==> src/rtl/vid_fetch_ctrl_pkg.sv <==
// Shared definitions for the video fetch sequencer: bus command codes,
// fetch state encoding and the burst-length encoder.
package vid_fetch_ctrl_pkg;

  localparam logic [2:0] CMD_IDLE  = 3'b000;
  localparam logic [2:0] CMD_DATA  = 3'b001;
  localparam logic [2:0] CMD_READ  = 3'b011;
  localparam logic [2:0] CMD_WRITE = 3'b100;
  localparam logic [2:0] CMD_WRESP = 3'b101;

  typedef enum logic [2:0] {
    S_IDLE,
    S_WAIT_ROOM,
    S_REQ,
    S_DATA,
    S_NEXT_LINE
  } fetch_state_t;

  // Burst beat count (1,2,4,8) to the 2-bit length code carried on the bus.
  function automatic logic [1:0] len_code(input logic [3:0] beats);
    case (beats)
      4'd8:    return 2'd3;
      4'd4:    return 2'd2;
      4'd2:    return 2'd1;
      default: return 2'd0;
    endcase
  endfunction

endpackage

==> src/rtl/vid_fetch_ctrl_if.sv <==
// Shared-bus signals between the fetch sequencer (master) and the bus fabric.
interface vid_fetch_ctrl_if;
  logic [1:0]  reqout;
  logic [3:0]  reqtar;
  logic [2:0]  cmdout;
  logic [1:0]  lenout;
  logic [31:0] addrdataout;
  logic        ackin;
  logic        selin;
  logic [2:0]  cmdin;
  logic [1:0]  lenin;
  logic [31:0] addrdatain;

  modport master (
    output reqout, reqtar, cmdout, lenout, addrdataout,
    input  ackin, selin, cmdin, lenin, addrdatain
  );

  modport slave (
    input  reqout, reqtar, cmdout, lenout, addrdataout,
    output ackin, selin, cmdin, lenin, addrdatain
  );
endinterface

==> src/rtl/vid_fetch_ctrl.sv <==
// Bus-master fetch sequencer: streams frame scanlines into the pixel FIFO in bursts.
// Optional abort on a stalled bus: define VID_FETCH_TIMEOUT_EN.
module vid_fetch_ctrl
  import vid_fetch_ctrl_pkg::*;
#(
  parameter int         FIFO_DEPTH = 16,
  parameter int         BURST_LEN  = 4,
  parameter logic [1:0] REQ_PRIO   = 2'b10,
  parameter logic [3:0] MEM_TARGET = 4'h1
`ifdef VID_FETCH_TIMEOUT_EN
  , parameter int       TIMEOUT    = 64
`endif
) (
  input  logic                  clk,
  input  logic                  reset,
  input  logic                  enable,
  input  logic                  frame_start,
  input  logic [31:0]           base_address,
  input  logic [31:0]           lineinc,
  input  logic [11:0]           words_per_line,
  input  logic [11:0]           lines_per_frame,
  vid_fetch_ctrl_if.master      bus,
  input  logic [4:0]            fifo_level,
  output logic                  fifo_wr,
  output logic [31:0]           fifo_wdata,
  output logic                  busy,
  output logic                  fetch_err
);

  fetch_state_t state_q, state_d;

  logic [31:0] line_addr_q, addr_q;
  logic [11:0] words_left_q, lines_left_q;
  logic [3:0]  beats_left_q, burst_beats;
  logic [1:0]  len_q;
  logic        pend_q, err_q;
  logic [5:0]  room;
  logic        beat, last_beat, stray, len_bad, room_ok, load_frame, tmo_hit;

  logic [1:0]  reqout_q, reqout_d;
  logic [3:0]  reqtar_q, reqtar_d;
  logic [2:0]  cmdout_q, cmdout_d;
  logic [1:0]  lenout_q, lenout_d;
  logic [31:0] addr_out_q, addr_out_d;
  logic        fifo_wr_q, fifo_wr_d, busy_q, busy_d;
  logic [31:0] fifo_wdata_q, fifo_wdata_d;

  assign beat        = (state_q == S_DATA) && bus.selin && (bus.cmdin == CMD_DATA);
  assign last_beat   = beat && (beats_left_q == 4'd1);
  // Beats are only legal in DATA; IDLE ignores the bus so beats of an
  // aborted burst drain silently.
  assign stray       = (state_q != S_IDLE) && (state_q != S_DATA) &&
                       bus.selin && (bus.cmdin == CMD_DATA);
  assign len_bad     = beat && (bus.lenin != len_q);
  assign burst_beats = (words_left_q >= 12'(BURST_LEN)) ? 4'(BURST_LEN) : 4'd1;
  assign room        = 6'(FIFO_DEPTH) - {1'b0, fifo_level};
  // fifo_level lags a push by one cycle, so hold off while a push is in flight.
  assign room_ok     = !fifo_wr_q && (room >= {2'b00, burst_beats});

`ifdef VID_FETCH_TIMEOUT_EN
  localparam int TMO_W = $clog2(TIMEOUT + 1);
  logic [TMO_W-1:0] tmo_q;
  logic             in_burst, progress;

  assign in_burst = (state_q == S_REQ) || (state_q == S_DATA);
  assign progress = ((state_q == S_REQ) && bus.ackin) || beat;
  assign tmo_hit  = in_burst && !progress && (tmo_q == TMO_W'(TIMEOUT - 1));

  always_ff @(posedge clk) begin
    if (reset || !in_burst || progress) tmo_q <= '0;
    else                                tmo_q <= tmo_q + 1'b1;
  end
`else
  assign tmo_hit = 1'b0;
`endif

  // ---- state register ----
  always_ff @(posedge clk) begin
    if (reset) state_q <= S_IDLE;
    else       state_q <= state_d;
  end

  // ---- next-state logic ----
  always_comb begin
    state_d    = state_q;
    load_frame = 1'b0;
    unique case (state_q)
      S_IDLE: begin
        if (frame_start && enable) begin
          state_d    = S_WAIT_ROOM;
          load_frame = 1'b1;
        end
      end
      S_WAIT_ROOM: begin
        if (!enable) begin
          state_d = S_IDLE;
        end else if (frame_start) begin
          load_frame = 1'b1;
        end else if (room_ok) begin
          state_d = S_REQ;
        end
      end
      S_REQ: begin
        if (bus.ackin) state_d = S_DATA;
      end
      S_DATA: begin
        if (last_beat) begin
          if (!enable) begin
            state_d = S_IDLE;
          end else if (pend_q || frame_start) begin
            state_d    = S_WAIT_ROOM;
            load_frame = 1'b1;
          end else if (words_left_q != 12'd1) begin
            state_d = S_WAIT_ROOM;
          end else begin
            state_d = S_NEXT_LINE;
          end
        end
      end
      S_NEXT_LINE: begin
        if (frame_start && enable) begin
          state_d    = S_WAIT_ROOM;
          load_frame = 1'b1;
        end else if (lines_left_q == 12'd1) begin
          state_d = S_IDLE;
        end else begin
          state_d = S_WAIT_ROOM;
        end
      end
      default: state_d = S_IDLE;
    endcase
    if (tmo_hit) begin
      state_d    = S_IDLE;
      load_frame = 1'b0;
    end
  end

  // ---- address / word / line counters ----
  always_ff @(posedge clk) begin
    if (load_frame) begin
      line_addr_q  <= base_address;
      addr_q       <= base_address;
      words_left_q <= words_per_line;
      lines_left_q <= lines_per_frame;
    end else if (state_q == S_NEXT_LINE) begin
      lines_left_q <= lines_left_q - 12'd1;
      line_addr_q  <= line_addr_q + lineinc;
      addr_q       <= line_addr_q + lineinc;
      words_left_q <= words_per_line;
    end else if (beat) begin
      addr_q       <= addr_q + 32'd4;
      words_left_q <= words_left_q - 12'd1;
      beats_left_q <= beats_left_q - 4'd1;
    end
    if ((state_q == S_WAIT_ROOM) && (state_d == S_REQ)) begin
      beats_left_q <= burst_beats;
      len_q        <= len_code(burst_beats);
    end
  end

  always_ff @(posedge clk) begin
    if (reset) begin
      pend_q <= 1'b0;
      err_q  <= 1'b0;
    end else begin
      if (load_frame || (state_d == S_IDLE))
        pend_q <= 1'b0;
      else if (frame_start && ((state_q == S_REQ) || (state_q == S_DATA)))
        pend_q <= 1'b1;

      if (stray || len_bad || tmo_hit) err_q <= 1'b1;
      else if (frame_start)            err_q <= 1'b0;
    end
  end

  // ---- output logic (registered) ----
  always_comb begin
    reqout_d     = '0;
    reqtar_d     = '0;
    cmdout_d     = CMD_IDLE;
    lenout_d     = '0;
    addr_out_d   = '0;
    if (state_d == S_REQ) begin
      reqout_d   = REQ_PRIO;
      reqtar_d   = MEM_TARGET;
      cmdout_d   = CMD_READ;
      lenout_d   = (state_q == S_REQ) ? len_q : len_code(burst_beats);
      addr_out_d = addr_q;
    end
    fifo_wr_d    = beat;
    fifo_wdata_d = beat ? bus.addrdatain : fifo_wdata_q;
    busy_d       = (state_d != S_IDLE);
  end

  always_ff @(posedge clk) begin
    if (reset) begin
      reqout_q     <= '0;
      reqtar_q     <= '0;
      cmdout_q     <= '0;
      lenout_q     <= '0;
      addr_out_q   <= '0;
      fifo_wr_q    <= 1'b0;
      fifo_wdata_q <= '0;
      busy_q       <= 1'b0;
    end else begin
      reqout_q     <= reqout_d;
      reqtar_q     <= reqtar_d;
      cmdout_q     <= cmdout_d;
      lenout_q     <= lenout_d;
      addr_out_q   <= addr_out_d;
      fifo_wr_q    <= fifo_wr_d;
      fifo_wdata_q <= fifo_wdata_d;
      busy_q       <= busy_d;
    end
  end

  assign bus.reqout      = reqout_q;
  assign bus.reqtar      = reqtar_q;
  assign bus.cmdout      = cmdout_q;
  assign bus.lenout      = lenout_q;
  assign bus.addrdataout = addr_out_q;
  assign fifo_wr         = fifo_wr_q;
  assign fifo_wdata      = fifo_wdata_q;
  assign busy            = busy_q;
  assign fetch_err       = err_q;

endmodule

==> src/flat_wrapper.sv <==
// flat-port wrapper written by rule: the top's interface ports become plain ports
module vid_fetch_ctrl_flat import vid_fetch_ctrl_pkg::*;
#(
  parameter int         FIFO_DEPTH = 16,
  parameter int         BURST_LEN  = 4,
  parameter logic [1:0] REQ_PRIO   = 2'b10,
  parameter logic [3:0] MEM_TARGET = 4'h1

)
  (clk, reset, enable, frame_start, base_address, lineinc, words_per_line, lines_per_frame, fifo_level, fifo_wr, fifo_wdata, busy, fetch_err, bus_reqout, bus_reqtar, bus_cmdout, bus_lenout, bus_addrdataout, bus_ackin, bus_selin, bus_cmdin, bus_lenin, bus_addrdatain);
  vid_fetch_ctrl_if bus_i ();
  input  logic clk;
  input  logic reset;
  input  logic enable;
  input  logic frame_start;
  input  logic [31:0] base_address;
  input  logic [31:0] lineinc;
  input  logic [11:0] words_per_line;
  input  logic [11:0] lines_per_frame;
  input  logic [4:0] fifo_level;
  output logic fifo_wr;
  output logic [31:0] fifo_wdata;
  output logic busy;
  output logic fetch_err;
  output wire logic [$bits(bus_i.reqout)-1:0] bus_reqout;
  output wire logic [$bits(bus_i.reqtar)-1:0] bus_reqtar;
  output wire logic [$bits(bus_i.cmdout)-1:0] bus_cmdout;
  output wire logic [$bits(bus_i.lenout)-1:0] bus_lenout;
  output wire logic [$bits(bus_i.addrdataout)-1:0] bus_addrdataout;
  input wire logic [$bits(bus_i.ackin)-1:0] bus_ackin;
  input wire logic [$bits(bus_i.selin)-1:0] bus_selin;
  input wire logic [$bits(bus_i.cmdin)-1:0] bus_cmdin;
  input wire logic [$bits(bus_i.lenin)-1:0] bus_lenin;
  input wire logic [$bits(bus_i.addrdatain)-1:0] bus_addrdatain;
  assign bus_reqout = bus_i.reqout;
  assign bus_reqtar = bus_i.reqtar;
  assign bus_cmdout = bus_i.cmdout;
  assign bus_lenout = bus_i.lenout;
  assign bus_addrdataout = bus_i.addrdataout;
  assign bus_i.ackin = bus_ackin;
  assign bus_i.selin = bus_selin;
  assign bus_i.cmdin = bus_cmdin;
  assign bus_i.lenin = bus_lenin;
  assign bus_i.addrdatain = bus_addrdatain;
  vid_fetch_ctrl #(.FIFO_DEPTH(FIFO_DEPTH), .BURST_LEN(BURST_LEN), .REQ_PRIO(REQ_PRIO), .MEM_TARGET(MEM_TARGET)) u_core (.clk(clk), .reset(reset), .enable(enable), .frame_start(frame_start), .base_address(base_address), .lineinc(lineinc), .words_per_line(words_per_line), .lines_per_frame(lines_per_frame), .bus(bus_i), .fifo_level(fifo_level), .fifo_wr(fifo_wr), .fifo_wdata(fifo_wdata), .busy(busy), .fetch_err(fetch_err));
endmodule
==> config.mk <==
export PLATFORM = sky130hd
export DESIGN_NAME = vid_fetch_ctrl_flat
export DESIGN_NICKNAME = d
export VERILOG_FILES = /design/src/rtl/vid_fetch_ctrl_pkg.sv /design/src/rtl/vid_fetch_ctrl_if.sv /design/src/rtl/vid_fetch_ctrl.sv /design/src/flat_wrapper.sv
export SDC_FILE = /design/constraint.sdc
export NUM_CORES = 1
export LEC_CHECK = 0
export CAP_MARGIN = 10
export CORE_MARGIN = 2
export CORE_UTILIZATION = 30
export DETAILED_ROUTE_END_ITERATION = 8
export GPL_ROUTABILITY_DRIVEN = 0
export HOLD_SLACK_MARGIN = 0.08
export SLEW_MARGIN = 20
export SYNTH_ARGS = -nofsm -noshare
export SYNTH_HDL_FRONTEND = slang
export SYNTH_SLANG_ARGS = --single-unit
==> constraint.sdc <==
create_clock -name clk -period 6.3 [get_ports clk]
set_clock_uncertainty 0.05 [all_clocks]
set_input_delay 1.26 -clock clk [delete_from_list [all_inputs] [get_ports clk]]
set_output_delay 1.26 -clock clk [all_outputs]
set_load 0.01 [all_outputs]
**Word level (Yosys, flattened, before mapping)**

Index checks and enable logic that the tools add are counted.

- Output and inout bits: 78
- Input port bits: 136
- Register bits: 176

- Reductions and logical operators: 28
- Bitwise operators: 1
- Equality and inequality tests: 16
- Multiplexer cells: 41
- Add/sub/neg operators: 6
- Magnitude comparators: 2

Operators with widths:

| cell | count |
|---|---|
| two-way mux 32 bit | 5 |
| two-way mux 12 bit | 5 |
| two-way mux 3 bit | 11 |
| adder 32 x 3 -> 32 bit (second input constant) | 1 |
| adder 32 bit | 1 |
| subtractor 12 x 1 -> 12 bit (second input constant) | 2 |
| two-way mux 4 bit | 4 |
| case mux 3 bit (5 select lines) | 1 |
| == test 12 x 1 -> 1 bit (second input constant) | 1 |
| greater-or-equal comparator 12 x 3 -> 1 bit (second input constant) | 1 |
| != test 12 x 1 -> 1 bit (second input constant) | 1 |
| logical AND 1 bit | 11 |
| two-way mux 1 bit | 10 |
| == test 3 x 2 -> 1 bit (second input constant) | 3 |
| nonzero test 3 bit | 3 |
| == test 3 x 1 -> 1 bit (second input constant) | 2 |
| greater-or-equal comparator 6 x 4 -> 1 bit | 1 |
| zero test 3 bit | 2 |
| two-way mux 2 bit | 3 |
| case mux 2 bit (3 select lines) | 1 |
| nonzero test 2 bit | 3 |
| OR reduction 2 bit | 3 |
| subtractor 5 x 5 -> 6 bit (first input constant) | 1 |
| == test 4 x 1 -> 1 bit (second input constant) | 1 |
| other kinds (13) | 17 |

**Longest topological paths before layout**

Gate-level depths: netlist of run 1.

- Depth after elaboration: 12
- Mapped depth: 12

**Worst setup path before layout of run 1**

OpenSTA, ideal clock, no wires.

- Path kind: input to register
- Start point: input port bus_cmdin[2]
- End point: register u_core.addr_q[19], data pin
- Setup time: 342 ps
- Stages on the path: 10
- Path buffers: 3
- Arrival time: 4,518 ps
- Setup slack: 1,390 ps
- Data required time: 5,908 ps
- Cell sequence: nor4bb_1 -> and3_1 -> clkbuf_1 -> and2_1 -> o221a_2 -> buf_2 -> nor2_1 -> inv_1 -> clkbuf_1 -> o221ai_1

- Longest elaborated chain between the ends: 6

RTL lines:

| element | line | text |
|---|---|---|
| from (decl) | flat_wrapper.sv:32 | `input wire logic [$bits(bus_i.cmdin)-1:0] bus_cmdin;` |
| == test 3 x 1 -> 1 bit | vid_fetch_ctrl.sv:48 | `assign beat = (state_q == S_DATA) && bus.selin && (bus.cmdin == CMD_DATA);` |
| logical AND 1 bit | vid_fetch_ctrl.sv:48 |  |
| logical AND 1 bit | vid_fetch_ctrl.sv:49 | `assign last_beat = beat && (beats_left_q == 4'd1);` |
| two-way mux 1 bit | vid_fetch_ctrl.sv:107 | `if (last_beat) begin` |
| case mux 1 bit (3 select lines) | vid_fetch_ctrl.sv:87 | `unique case (state_q)` |
| two-way mux 32 bit | vid_fetch_ctrl.sv:140 | `if (load_frame) begin` |
| to (signal assigned) | vid_fetch_ctrl.sv:142 | `addr_q <= base_address;` |
| to (signal assigned) | vid_fetch_ctrl.sv:148 | `addr_q <= line_addr_q + lineinc;` |
| to (signal assigned) | vid_fetch_ctrl.sv:151 | `addr_q <= addr_q + 32'd4;` |
| to (decl) | vid_fetch_ctrl.sv:32 | `logic [31:0] line_addr_q, addr_q;` |

Every way passes these cells.
A chain may end at the register's enable or synchronous reset.

**Final worst setup path of run 1**

- Start point: input port bus_cmdin[0]
- End point: register u_core.addr_q[18], data pin

The elaborated chain is that of the path after synthesis.

==> qor.txt, run 1 <==
DRT
-------------------------------------------------------------------------------
Avg Vias per Cell                                                          4.88
DRT Pass-1 Iters                                                              7
Vias                                                                       7731
Antenna viol nets, final                                                      0
First-iteration detailed-routing DRC count                                  345
Total DRC errors in the routed layout                                         0
Total Wirelength                                                       26300 µm
Routed wire per std cell                                                16.6 µm

SETUP PATH
-------------------------------------------------------------------------------
Crit path kind                                                     input port to flop
Crit. End Element                                                          flop
Worst endpoint data arrival time                                        4740 ps
Count of cells along the worst register-to-register path                     11
Critical path data required time                                        6430 ps
Kind of launch point of the worst setup path                         input port
Internal reg-to-reg setup slack                                         2620 ps
Endpoint of the worst register-to-register path                    u_core.pend_q
Top fanout value on the critical path                                        81
R2R Path Start                                                     u_core.words_left_q[8]

TIMING
-------------------------------------------------------------------------------
Timing-limited maximum frequency                                      0.217 GHz
Number of setup violations in the final report                                0
Final-layout worst hold slack                                            405 ps
Rel. slew slack                                                           33.2%
Number of endpoints with negative hold slack in the final report              0
Min cycle time layout                                                   4600 ps
Tightest Pin Transition                                                  999 ps
Post-route setup TNS                                                       0 ps
Unrepaired setup endpoints after global routing                              no
Final Worst Setup Slack                                                 1700 ps
Final clock period utilization by the worst path                          73.1%
Final count of pins violating max slew                                        0

CELLS AND AREA
-------------------------------------------------------------------------------
Sequential cell area                                                0.00425 mm²
FILL cells                                                                 2979
Commonest non-fill, non-tap cell in the layout                     clkdlybuf4s50_1
Number of nets at the end of the flow                                      1359
Non-filler cells, final                                                    1584
# diodes                                                                      0
Area of combinational cells with multiple inputs                    0.00452 mm²
Leading cell types in the layout, fill and taps excluded           207 x clkdlybuf4s50_1, 189 x nand2_1, 93 x a21oi_1, 93 x edfxtp_1, 80 x o21ai_0
Share of post-route cells with drive strength above 1                     5.28%
P&R area growth vs syn                                                    32.9%

PLACEMENT
-------------------------------------------------------------------------------
Post-placement setup slack                                              1330 ps
HPWL reported at the end of detailed placement                         19400 µm
Quantity of I/O buffers inserted on ports                                   207
Total instance count after detailed placement                              1552

POWER
-------------------------------------------------------------------------------
Overall Power                                                         0.00265 W
Worst VDD drop                                                         0.152 mV
Leakage power summed over all cells                                     4.43 nW
Pwr per Cell Area                                                    219 mW/mm²

FLOORPLAN
-------------------------------------------------------------------------------
Area of the core                                                     0.0297 mm²
Die Outline Area                                                     0.0317 mm²
Cell Rows                                                                    63
Die boundary height                                                      178 µm
# IOs                                                                       214
Effective utilization at floorplan                                        30.6%
Overall die width                                                        178 µm

WORST HOLD PATH
-------------------------------------------------------------------------------
Hold/Removal Path Class                                            flop to flop
Worst min-delay path endpoint                                      u_core.fifo_wdata[4]
Depth of the worst hold-timing path                                           2
Start point of the worst min-delay path                            u_core.fifo_wdata[4]

CTS
-------------------------------------------------------------------------------
Number of hold buffers added after cts                                        0
CTS tree                                                                    yes
Root Buffer Master                                                    clkbuf_16
Setup fix buffers added after clock tree synthesis                            0
Clk Latency, worst-skew pair                                             430 ps
Total number of H-tree levels                                                 4
Max Buffers Root-to-Sink                                                      2
Sinks on Clock Net                                                          166
Resized Gates After CTS                                                       0
Clock-pin transition on the worst setup and hold timing paths             70 ps
Number of buffers created by CTS                                             17

GLOBAL ROUTE
-------------------------------------------------------------------------------
Global-route usage over all layers                                        16.5%
Overflow left after global routing                                            0
Largest net degree at the start of global routing                            82
Antenna violations before repair                                              0
Number of global-route vias before repair                                  7420
First-pass GRT wire length                                             40300 µm

LOGIC SYNTHESIS
-------------------------------------------------------------------------------
Number of flops mapped to enable cells by yosys                              93
Library cells used by synthesis                                              68
Number of flip-flops and latches in the synthesized netlist                 166
Async S/R FF share, synth                                                    0%
Gate count of the mapped netlist                                            995
Post-Syn Area per Cell                                                 9.14 µm²
Synth Warn #                                                                  0
Sequential share of the synthesized area                                  46.8%
Post-synth top flop                                                    edfxtp_1
Netlist area before placement                                       0.00909 mm²

OUTCOME
-------------------------------------------------------------------------------
Run status                                                            completed

RUN
-------------------------------------------------------------------------------
Number of max-capacitance violations reported                                 0

==> final cells by class <==
| type | instances | area share (%) |
|---|---|---|
| Clock buffer | 18 | 3.55 |
| Tap cell | 390 | 4.04 |
| Clock inverter | 14 | 1.26 |
| Timing Repair Buffer | 218 | 17.8 |
| Multi-Input combinational cell | 755 | 37.4 |
| Inverter | 23 | 0.756 |
| Sequential cell | 166 | 35.2 |
==> how the worst max path moves through the flow <==
| stage | depth (start not counted) | end | slack [ps] | start |
|---|---|---|---|---|
| floorplan | 10 | u_core.addr_q[19] | 1390 | bus_cmdin[2] |
| global placement | 8 | u_core.addr_q[18] | 1480 | bus_cmdin[0] |
| detailed placement | 8 | u_core.addr_q[18] | 1330 | bus_cmdin[0] |
| CTS | 8 | u_core.addr_q[18] | 1800 | bus_cmdin[0] |
| global route | 8 | u_core.addr_q[18] | 1610 | bus_cmdin[0] |
| finish | 8 | u_core.addr_q[18] | 1700 | bus_cmdin[0] |
==> worst max-delay path, cell delays in order <==
cell	delay (ps)
clkdlybuf4s50_1	470
nor4bb_1	840
and3_1	280
and2_1	230
o221a_2	240
buf_4	600
nor2_1	340
a221o_1	370
==> cells by family after synthesis <==
family          share of synthesized area (%)
simple gates                             19.5
compound gates                           16.2
flops                                    46.8
buf+inv                                  3.96
xor+xnor                                 7.51
fa+ha+maj                                5.86
other cells                            0.0412
mux                                     0.124
==> flip-flops by register name (all words and copies together) (netlist names), 3 cells and up <==
| register | cells |
|---|---|
| u_core.bus.addrdataout | 32 |
| u_core.fifo_wdata | 32 |
| u_core.addr_q | 32 |
| u_core.lines_left_q | 12 |
| u_core.state_q | 3 |
| u_core.words_left_q | 12 |
| u_core.beats_left_q | 4 |
| u_core.line_addr_q | 32 |
==> per-stage QoR <==
step / cell area (µm²) / utilization (%)
detailed placement: 11500 / 38.7
floorplan: 9110 / -
global placement: 11500 / 38.7
finish: 12100 / 40.7
global route: 12100 / 40.7
CTS: 12100 / 40.7
==> routing by layer <==
layer	routed length, µm	global-route usage, %
met1	11800	21.5
met5	0	0
met3	1790	3.58
met4	188	4.06
met2	12500	28.0
==> report_power, final <==
| group | switching [W] | internal, W |
|---|---|---|
| Clock | 0.000514 | 0.000533 |
| Combinational | 0.000206 | 0.000192 |
| Sequential | 0.0000189 | 0.00118 |
==> cells in the mapped netlist (all sizes together) (23+ instances only) <==
library cell | instances | area [µm²]
a21oi | 93 | 465
and3 | 38 | 238
clkbuf | 39 | 146
dfxtp | 73 | 1460
edfxtp | 93 | 2790
ha | 41 | 513
nand2 | 190 | 713
nand3 | 23 | 115
nor2 | 58 | 218
o21ai | 81 | 409
xnor2 | 42 | 368
xor2 | 36 | 315
No activity file was read; power rests on OpenSTA's default activity.
==> run 2, diff against run 1 <==
==> constraint.sdc (replaced) <==
create_clock -name clk -period 4 [get_ports clk]
set_clock_uncertainty 0.05 [all_clocks]
set_input_delay 0.8 -clock clk [delete_from_list [all_inputs] [get_ports clk]]
set_output_delay 0.8 -clock clk [all_outputs]
set_load 0.01 [all_outputs]
==> run 2 against run 1 <==
Non-clock buffer count up 45. Worst setup slack worse by 1400 ps. Via count up 3.0%. Wire length up 2.0%. Clock power up 59%. First-iteration DRC count up 41%. Count of clock-buffer cells in the layout unchanged. Critical path type unchanged. Critical endpoint unchanged. Largest cell class unchanged. Highest routed layer unchanged.
==> qor.txt, run 2 (synthesized netlist as in run 1, its figures left out) <==
SETUP PATH
-------------------------------------------------------------------------------
Crit. End Element                                                          flop
Kind of launch point of the worst setup path                         input port
Crit path kind                                                     input port to flop
Worst endpoint data arrival time                                        3790 ps   -950 ps
Count of cells along the worst register-to-register path                     12   +1
Critical path data required time                                        4130 ps   -2300 ps
Top fanout value on the critical path                                         3   -96%

FLOORPLAN
-------------------------------------------------------------------------------
Area of the core                                                     0.0297 mm²   unchanged
Die Outline Area                                                     0.0317 mm²   unchanged
Die boundary height                                                      178 µm   unchanged
Overall die width                                                        178 µm   unchanged
# IOs                                                                       214   unchanged
Cell Rows                                                                    63   unchanged
Effective utilization at floorplan                                        30.6%   unchanged

GLOBAL ROUTE
-------------------------------------------------------------------------------
Largest net degree at the start of global routing                            82   unchanged
Met3 layer usage reported by global route                                 3.84%   +0.26 points
Overflow left after global routing                                            0   unchanged
Busiest layer in global routing                                            met2
Global-route usage over all layers                                        16.8%   +0.30 points
First-pass GRT wire length                                             41300 µm   +2.5%
Grt met2 use                                                              28.7%   +0.69 points
Met1 usage                                                                21.5%   +0.044 points
Number of global-route vias before repair                                  7656   +3.2%
Antenna violations before repair                                              0   unchanged

DRT
-------------------------------------------------------------------------------
Total Wirelength                                                       26800 µm   +2.0%
Antenna viol nets, final                                                      0   unchanged
Routed wire per std cell                                                16.5 µm   -0.77%
Avg Vias per Cell                                                          4.89   +0.19%
Total DRC errors in the routed layout                                         0   unchanged
First-iteration detailed-routing DRC count                                  485   +41%
DRT Pass-1 Iters                                                              5   -2
Vias                                                                       7966   +3.0%

CELLS AND AREA
-------------------------------------------------------------------------------
# diodes                                                                      0   unchanged
P&R area growth vs syn                                                    37.0%
Leading cell types in the layout, fill and taps excluded           207 x clkdlybuf4s50_1, 189 x nand2_1, 93 x a21oi_1, 93 x edfxtp_1, 80 x o21ai_0
Share of post-route cells with drive strength above 1                     8.72%   +3.4 points
Commonest non-fill, non-tap cell in the layout                     clkdlybuf4s50_1
Number of nets at the end of the flow                                      1404   +3.3%

CTS
-------------------------------------------------------------------------------
Setup fix buffers added after clock tree synthesis                            0   unchanged
Total number of H-tree levels                                                 4   unchanged
Sinks on Clock Net                                                          166   unchanged
Resized Gates After CTS                                                       0   unchanged
Root Buffer Master                                                    clkbuf_16
Number of buffers created by CTS                                             17   unchanged
Clk Latency, worst-skew pair                                             430 ps   about the same
Clock-pin transition on the worst setup and hold timing paths             70 ps   about the same
Number of hold buffers added after cts                                        0   unchanged
Max Buffers Root-to-Sink                                                      2   unchanged
CTS tree                                                                    yes

TIMING
-------------------------------------------------------------------------------
Rel. slew slack                                                           51.9%   +19 points
Number of setup violations in the final report                                0   unchanged
Timing-limited maximum frequency                                      0.273 GHz
Post-route setup TNS                                                       0 ps   unchanged
Final count of pins violating max slew                                        0   unchanged
Min cycle time layout                                                   3660 ps
Unrepaired setup endpoints after global routing                              no
Final clock period utilization by the worst path                          91.6%
Number of endpoints with negative hold slack in the final report              0   unchanged
Tightest Pin Transition                                                  718 ps   -281 ps
Final Worst Setup Slack                                                  337 ps   -1360 ps

POWER
-------------------------------------------------------------------------------
Pwr per Cell Area                                                    341 mW/mm²   +56%
Sequential group share of total power                                     44.6%   -0.8 points
Power share of the combinational group                                    16.0%   +1.0 points
Switching portion of total power                                          27.6%   -0.29 points
Part of the total power dissipated in the clock network                   39.4%   -0.2 points
Overall Power                                                         0.00425 W   +60%
Total internal power                                                  0.00307 W   +61%
Net Sw Power                                                          0.00117 W   +59%
Worst VDD drop                                                         0.301 mV   +97%
Leakage power summed over all cells                                     4.66 nW   +5.2%

WORST HOLD PATH
-------------------------------------------------------------------------------
Depth of the worst hold-timing path                                           2   unchanged
Hold/Removal Path Class                                            flop to flop

PLACEMENT
-------------------------------------------------------------------------------
Post-placement setup slack                                             -69.2 ps   -1400 ps
Quantity of I/O buffers inserted on ports                                   207   unchanged
HPWL reported at the end of detailed placement                         19900 µm   +2.9%

OUTCOME
-------------------------------------------------------------------------------
Run status                                                            completed

RUN
-------------------------------------------------------------------------------
Number of max-capacitance violations reported                                 0   unchanged

[run 2: changes by cell type in the layout (fill, tap and decap cells not counted), sizes merged]
| cell | change |
|---|---|
| buf | +45 |
| clkinv | -5 |
| inv | +5 |
[run 2: layout make-up]
type,instances,area (µm²)
Tap cell,390,488
Sequential cell,166,4250
Inverter,23,91.3
Fill cell,2903,17300
Multi-Input combinational cell,755,4520
Timing Repair Buffer,263,2530
Clock inverter,14,128
Clock buffer,18,450
[run 2: layer usage]
metal	share of wire, %	routed length, µm
met5	0	0
met4	1.7	450
met3	6.4	1700
met2	47	12600
met1	45	12000
[run 2: worst paths after layout]
path	start	end	slack, ps
worst min register to register	u_core.fifo_wdata[25]	u_core.fifo_wdata[25]	410
worst max-delay path	lineinc[0]	u_core.addr_q[18]	340
worst min-delay path	u_core.fifo_wdata[25]	u_core.fifo_wdata[25]	410
worst max register to register	u_core.words_left_q[7]	u_core.bus.addrdataout[19]	520
[run 2: power by group through the flow]
stage                     logic (W)  clock network [W]  registers, W
after CTS                  0.000682            0.00170       0.00189
after floorplan            0.000371                  0       0.00192
after global placement     0.000669                  0       0.00193
final                      0.000679            0.00167       0.00189
after detailed placement   0.000679                  0       0.00193
after global routing       0.000753            0.00177       0.00190
[run 2: worst max-delay path, stage by stage]
cell,delay [ps]
clkdlybuf4s50_1,410
ha_1,230
fa_1,390
a211oi_1,320
nor2_1,90
o31ai_1,220
buf_4,160
and2_1,130
o21ai_0,170
a21oi_1,230
o21ai_0,120
xor2_1,180
a221o_1,320
[run 2: stage by stage]
stage	cells	utilization [%]	hold slack (ps)	instance area [µm²]
after floorplan	1000	-	393	9110
after global placement	1597	40.0	391	11900
after detailed placement	1597	40.0	397	11900
after CTS	1629	41.9	407	12500
after global routing	1629	41.9	421	12500
final	1629	41.9	405	12500
==> run 3, diff against run 2 <==
==> constraint.sdc (replaced) <==
create_clock -name clk -period 3.3 [get_ports clk]
set_clock_uncertainty 0.05 [all_clocks]
set_input_delay 0.66 -clock clk [delete_from_list [all_inputs] [get_ports clk]]
set_output_delay 0.66 -clock clk [all_outputs]
set_load 0.01 [all_outputs]
==> run 3 against run 2 <==
Final area rose by 6.6%. Critical path depth down 1. Critical endpoint is now u_core.addr_q[31]. Power increased by 28%. Register-to-register slack got worse by 320 ps. Worst setup slack worse by 270 ps. Global-route usage increased by 0.51 points. Utilization increased by 2.8 points. Combinational power grew 40%. First-iteration DRC count shrank 19%. Clock power increased by 32%. Hold slack lost 1.5 ps. Final cell count is 3.8% higher.
==> qor.txt, run 3 (synthesized netlist as in run 1, its figures left out) <==
OUTCOME
-------------------------------------------------------------------------------
Run status                                                            completed

TIMING
-------------------------------------------------------------------------------
Final clock period utilization by the worst path                          97.8%
Number of endpoints with negative hold slack in the final report              0   unchanged
Rel. slew slack                                                           57.6%   +5.6 points
Min cycle time layout                                                   3230 ps
Number of setup violations in the final report                                0   unchanged
Final-layout worst hold slack                                            404 ps   -1.46 ps
Timing-limited maximum frequency                                      0.310 GHz
Post-route setup TNS                                                       0 ps   unchanged
Tightest Pin Transition                                                  635 ps   -83.5 ps
Final count of pins violating max slew                                        0   unchanged

SETUP PATH
-------------------------------------------------------------------------------
R2R Path Start                                                     u_core.words_left_q[4]
Kind of launch point of the worst setup path                         input port
Launching instance or port of the critical path                     lineinc[14]
Internal reg-to-reg setup slack                                          200 ps   -320 ps
Critical path data required time                                        3430 ps   -700 ps
Top fanout value on the critical path                                         6   +3
Worst endpoint data arrival time                                        3360 ps   -430 ps
Crit. End Element                                                          flop
Crit path kind                                                     input port to flop
Capturing instance or port of the critical path                    u_core.addr_q[31]
Count of cells along the worst register-to-register path                     12   unchanged
Endpoint of the worst register-to-register path                    u_core.bus.addrdataout[13]

POWER
-------------------------------------------------------------------------------
Sequential group share of total power                                     42.2%   -2.4 points
Power share of the combinational group                                    17.5%   +1.5 points
Pwr per Cell Area                                                    410 mW/mm²   +20%
Net Sw Power                                                          0.00143 W   +22%
Switching portion of total power                                          26.3%   -1.3 points
Worst VDD drop                                                         0.317 mV   +5.4%
Total internal power                                                  0.00401 W   +31%
Leakage power summed over all cells                                     5.07 nW   +8.9%
Part of the total power dissipated in the clock network                   40.3%   +0.9 points

CTS
-------------------------------------------------------------------------------
Number of hold buffers added after cts                                        0   unchanged
Total number of H-tree levels                                                 4   unchanged
Max Buffers Root-to-Sink                                                      2   unchanged
Clk Latency, worst-skew pair                                             440 ps   about the same
Root Buffer Master                                                    clkbuf_16
CTS tree                                                                    yes
Number of buffers created by CTS                                             17   unchanged
Clock-pin transition on the worst setup and hold timing paths             70 ps   about the same
Sinks on Clock Net                                                          166   unchanged

GLOBAL ROUTE
-------------------------------------------------------------------------------
Busiest layer in global routing                                            met2
Antenna violations before repair                                              0   unchanged
Overflow left after global routing                                            0   unchanged
Met3 layer usage reported by global route                                 3.69%   -0.15 points
First-pass GRT wire length                                             42700 µm   +3.4%
Grt met2 use                                                              29.8%   +1.1 points
Number of global-route vias before repair                                  8055   +5.2%
Met1 usage                                                                21.6%   +0.12 points
Largest net degree at the start of global routing                            39   -52%
Global-route usage over all layers                                        17.4%   +0.51 points

CELLS AND AREA
-------------------------------------------------------------------------------
Share of post-route cells with drive strength above 1                     15.4%   +6.7 points
FILL cells                                                                 2858   -1.6%
Final instance area                                                  0.0133 mm²   +6.6%
Final core area utilization                                               44.7%   +2.8 points
Non-filler cells, final                                                    1691   +3.8%
Commonest non-fill, non-tap cell in the layout                     clkdlybuf4s50_1
Number of nets at the end of the flow                                      1466   +4.4%
# diodes                                                                      0   unchanged
Leading cell types in the layout, fill and taps excluded           203 x clkdlybuf4s50_1, 189 x nand2_1, 108 x buf_4, 93 x edfxtp_1, 89 x a21oi_1
P&R area growth vs syn                                                    46.0%

PLACEMENT
-------------------------------------------------------------------------------
Quantity of I/O buffers inserted on ports                                   207   unchanged
Total instance count after detailed placement                              1653   +3.5%
Placed inst area                                                     0.0124 mm²   +4.3%
HPWL reported at the end of detailed placement                         20900 µm   +4.9%

DRT
-------------------------------------------------------------------------------
Total DRC errors in the routed layout                                         0   unchanged
Routed wire per std cell                                                16.5 µm   +0.35%
First-iteration detailed-routing DRC count                                  392   -19%
Antenna viol nets, final                                                      0   unchanged
Total Wirelength                                                       27900 µm   +4.2%
DRT Pass-1 Iters                                                              5   unchanged
Vias                                                                       8228   +3.3%
Avg Vias per Cell                                                          4.87   -0.50%

RUN
-------------------------------------------------------------------------------
Number of max-capacitance violations reported                                 0   unchanged

FLOORPLAN
-------------------------------------------------------------------------------
# IOs                                                                       214   unchanged
Cell Rows                                                                    63   unchanged
Die boundary height                                                      178 µm   unchanged
Die Outline Area                                                     0.0317 mm²   unchanged
Effective utilization at floorplan                                        30.6%   unchanged
Overall die width                                                        178 µm   unchanged
Area of the core                                                     0.0297 mm²   unchanged

WORST HOLD PATH
-------------------------------------------------------------------------------
Depth of the worst hold-timing path                                           2   unchanged
Hold/Removal Path Class                                            flop to flop

[run 3: changes by cell type in the layout (fill, tap and decap cells not counted), sizes merged]
cell,delta
clkbuf,+4
buf,+62
dlygate4sd2,+1
bufinv,+1
dlymetal6s2s,+3
clkdlybuf4s50,-4
inv,-5
[run 3: through the flow]
stage	power, W	setup slack [ps]
after detailed placement	0.00324	-704
after floorplan	0.00278	21.1
after global routing	0.00566	-30.0
after CTS	0.00546	5.18
final	0.00544	71.1
after global placement	0.00323	-654
[run 3: per-layer routing]
metal,vias to the layer above,wire length [µm]
li1,4103,-
met1,3851,12200
met2,237,13400
met3,37,1750
met4,0,574
met5,-,0
[run 3: power by group through the flow]
| stage | Clock [W] | Sequential (W) | Combinational (W) |
|---|---|---|---|
| finish | 0.00220 | 0.00230 | 0.000950 |
| global route | 0.00231 | 0.00230 | 0.00104 |
| CTS | 0.00225 | 0.00230 | 0.000915 |
| detailed placement | 0 | 0.00234 | 0.000896 |
| global placement | 0 | 0.00234 | 0.000885 |
| floorplan | 0 | 0.00233 | 0.000450 |
[run 3: timing repair]
item	in CTS	in global routing
setup endpoints to repair	22	64
gates resized for setup	14	31
buffers inserted	1	5
pin swaps	14	16
[run 3: worst min path at each step]
stage | start | endpoint | slack, ps
detailed placement | u_core.fifo_wdata[28] | u_core.fifo_wdata[28] | 400
global route | u_core.fifo_wdata[20] | u_core.fifo_wdata[20] | 420
CTS | u_core.fifo_wdata[28] | u_core.fifo_wdata[28] | 410
finish | u_core.fifo_wdata[28] | u_core.fifo_wdata[28] | 400
floorplan | u_core.addr_q[0] | u_core.bus.addrdataout[0] | 390
global placement | u_core.fifo_wdata[13] | u_core.fifo_wdata[13] | 390
[run 3: area by class of cell]
type | count | area [µm²] | share of cell area, %
Multi-Input combinational cell | 755 | 4710 | 35.5
Inverter | 23 | 91.3 | 0.688
Clock buffer | 22 | 529 | 3.99
Clock inverter | 10 | 113 | 0.848
Tap cell | 390 | 488 | 3.68
Sequential cell | 166 | 4250 | 32.0
Timing Repair Buffer | 325 | 3090 | 23.3
[run 3: worst max-delay path, stage by stage]
cell             delay (ps)
clkdlybuf4s50_1         430
ha_1                    320
buf_4                   170
a21o_1                  190
a311o_1                 410
a211oi_2                190
a31o_2                  210
o21bai_1                100
a31oi_1                 260
xnor2_1                 170
a21oi_1                  90
a21o_1                  170
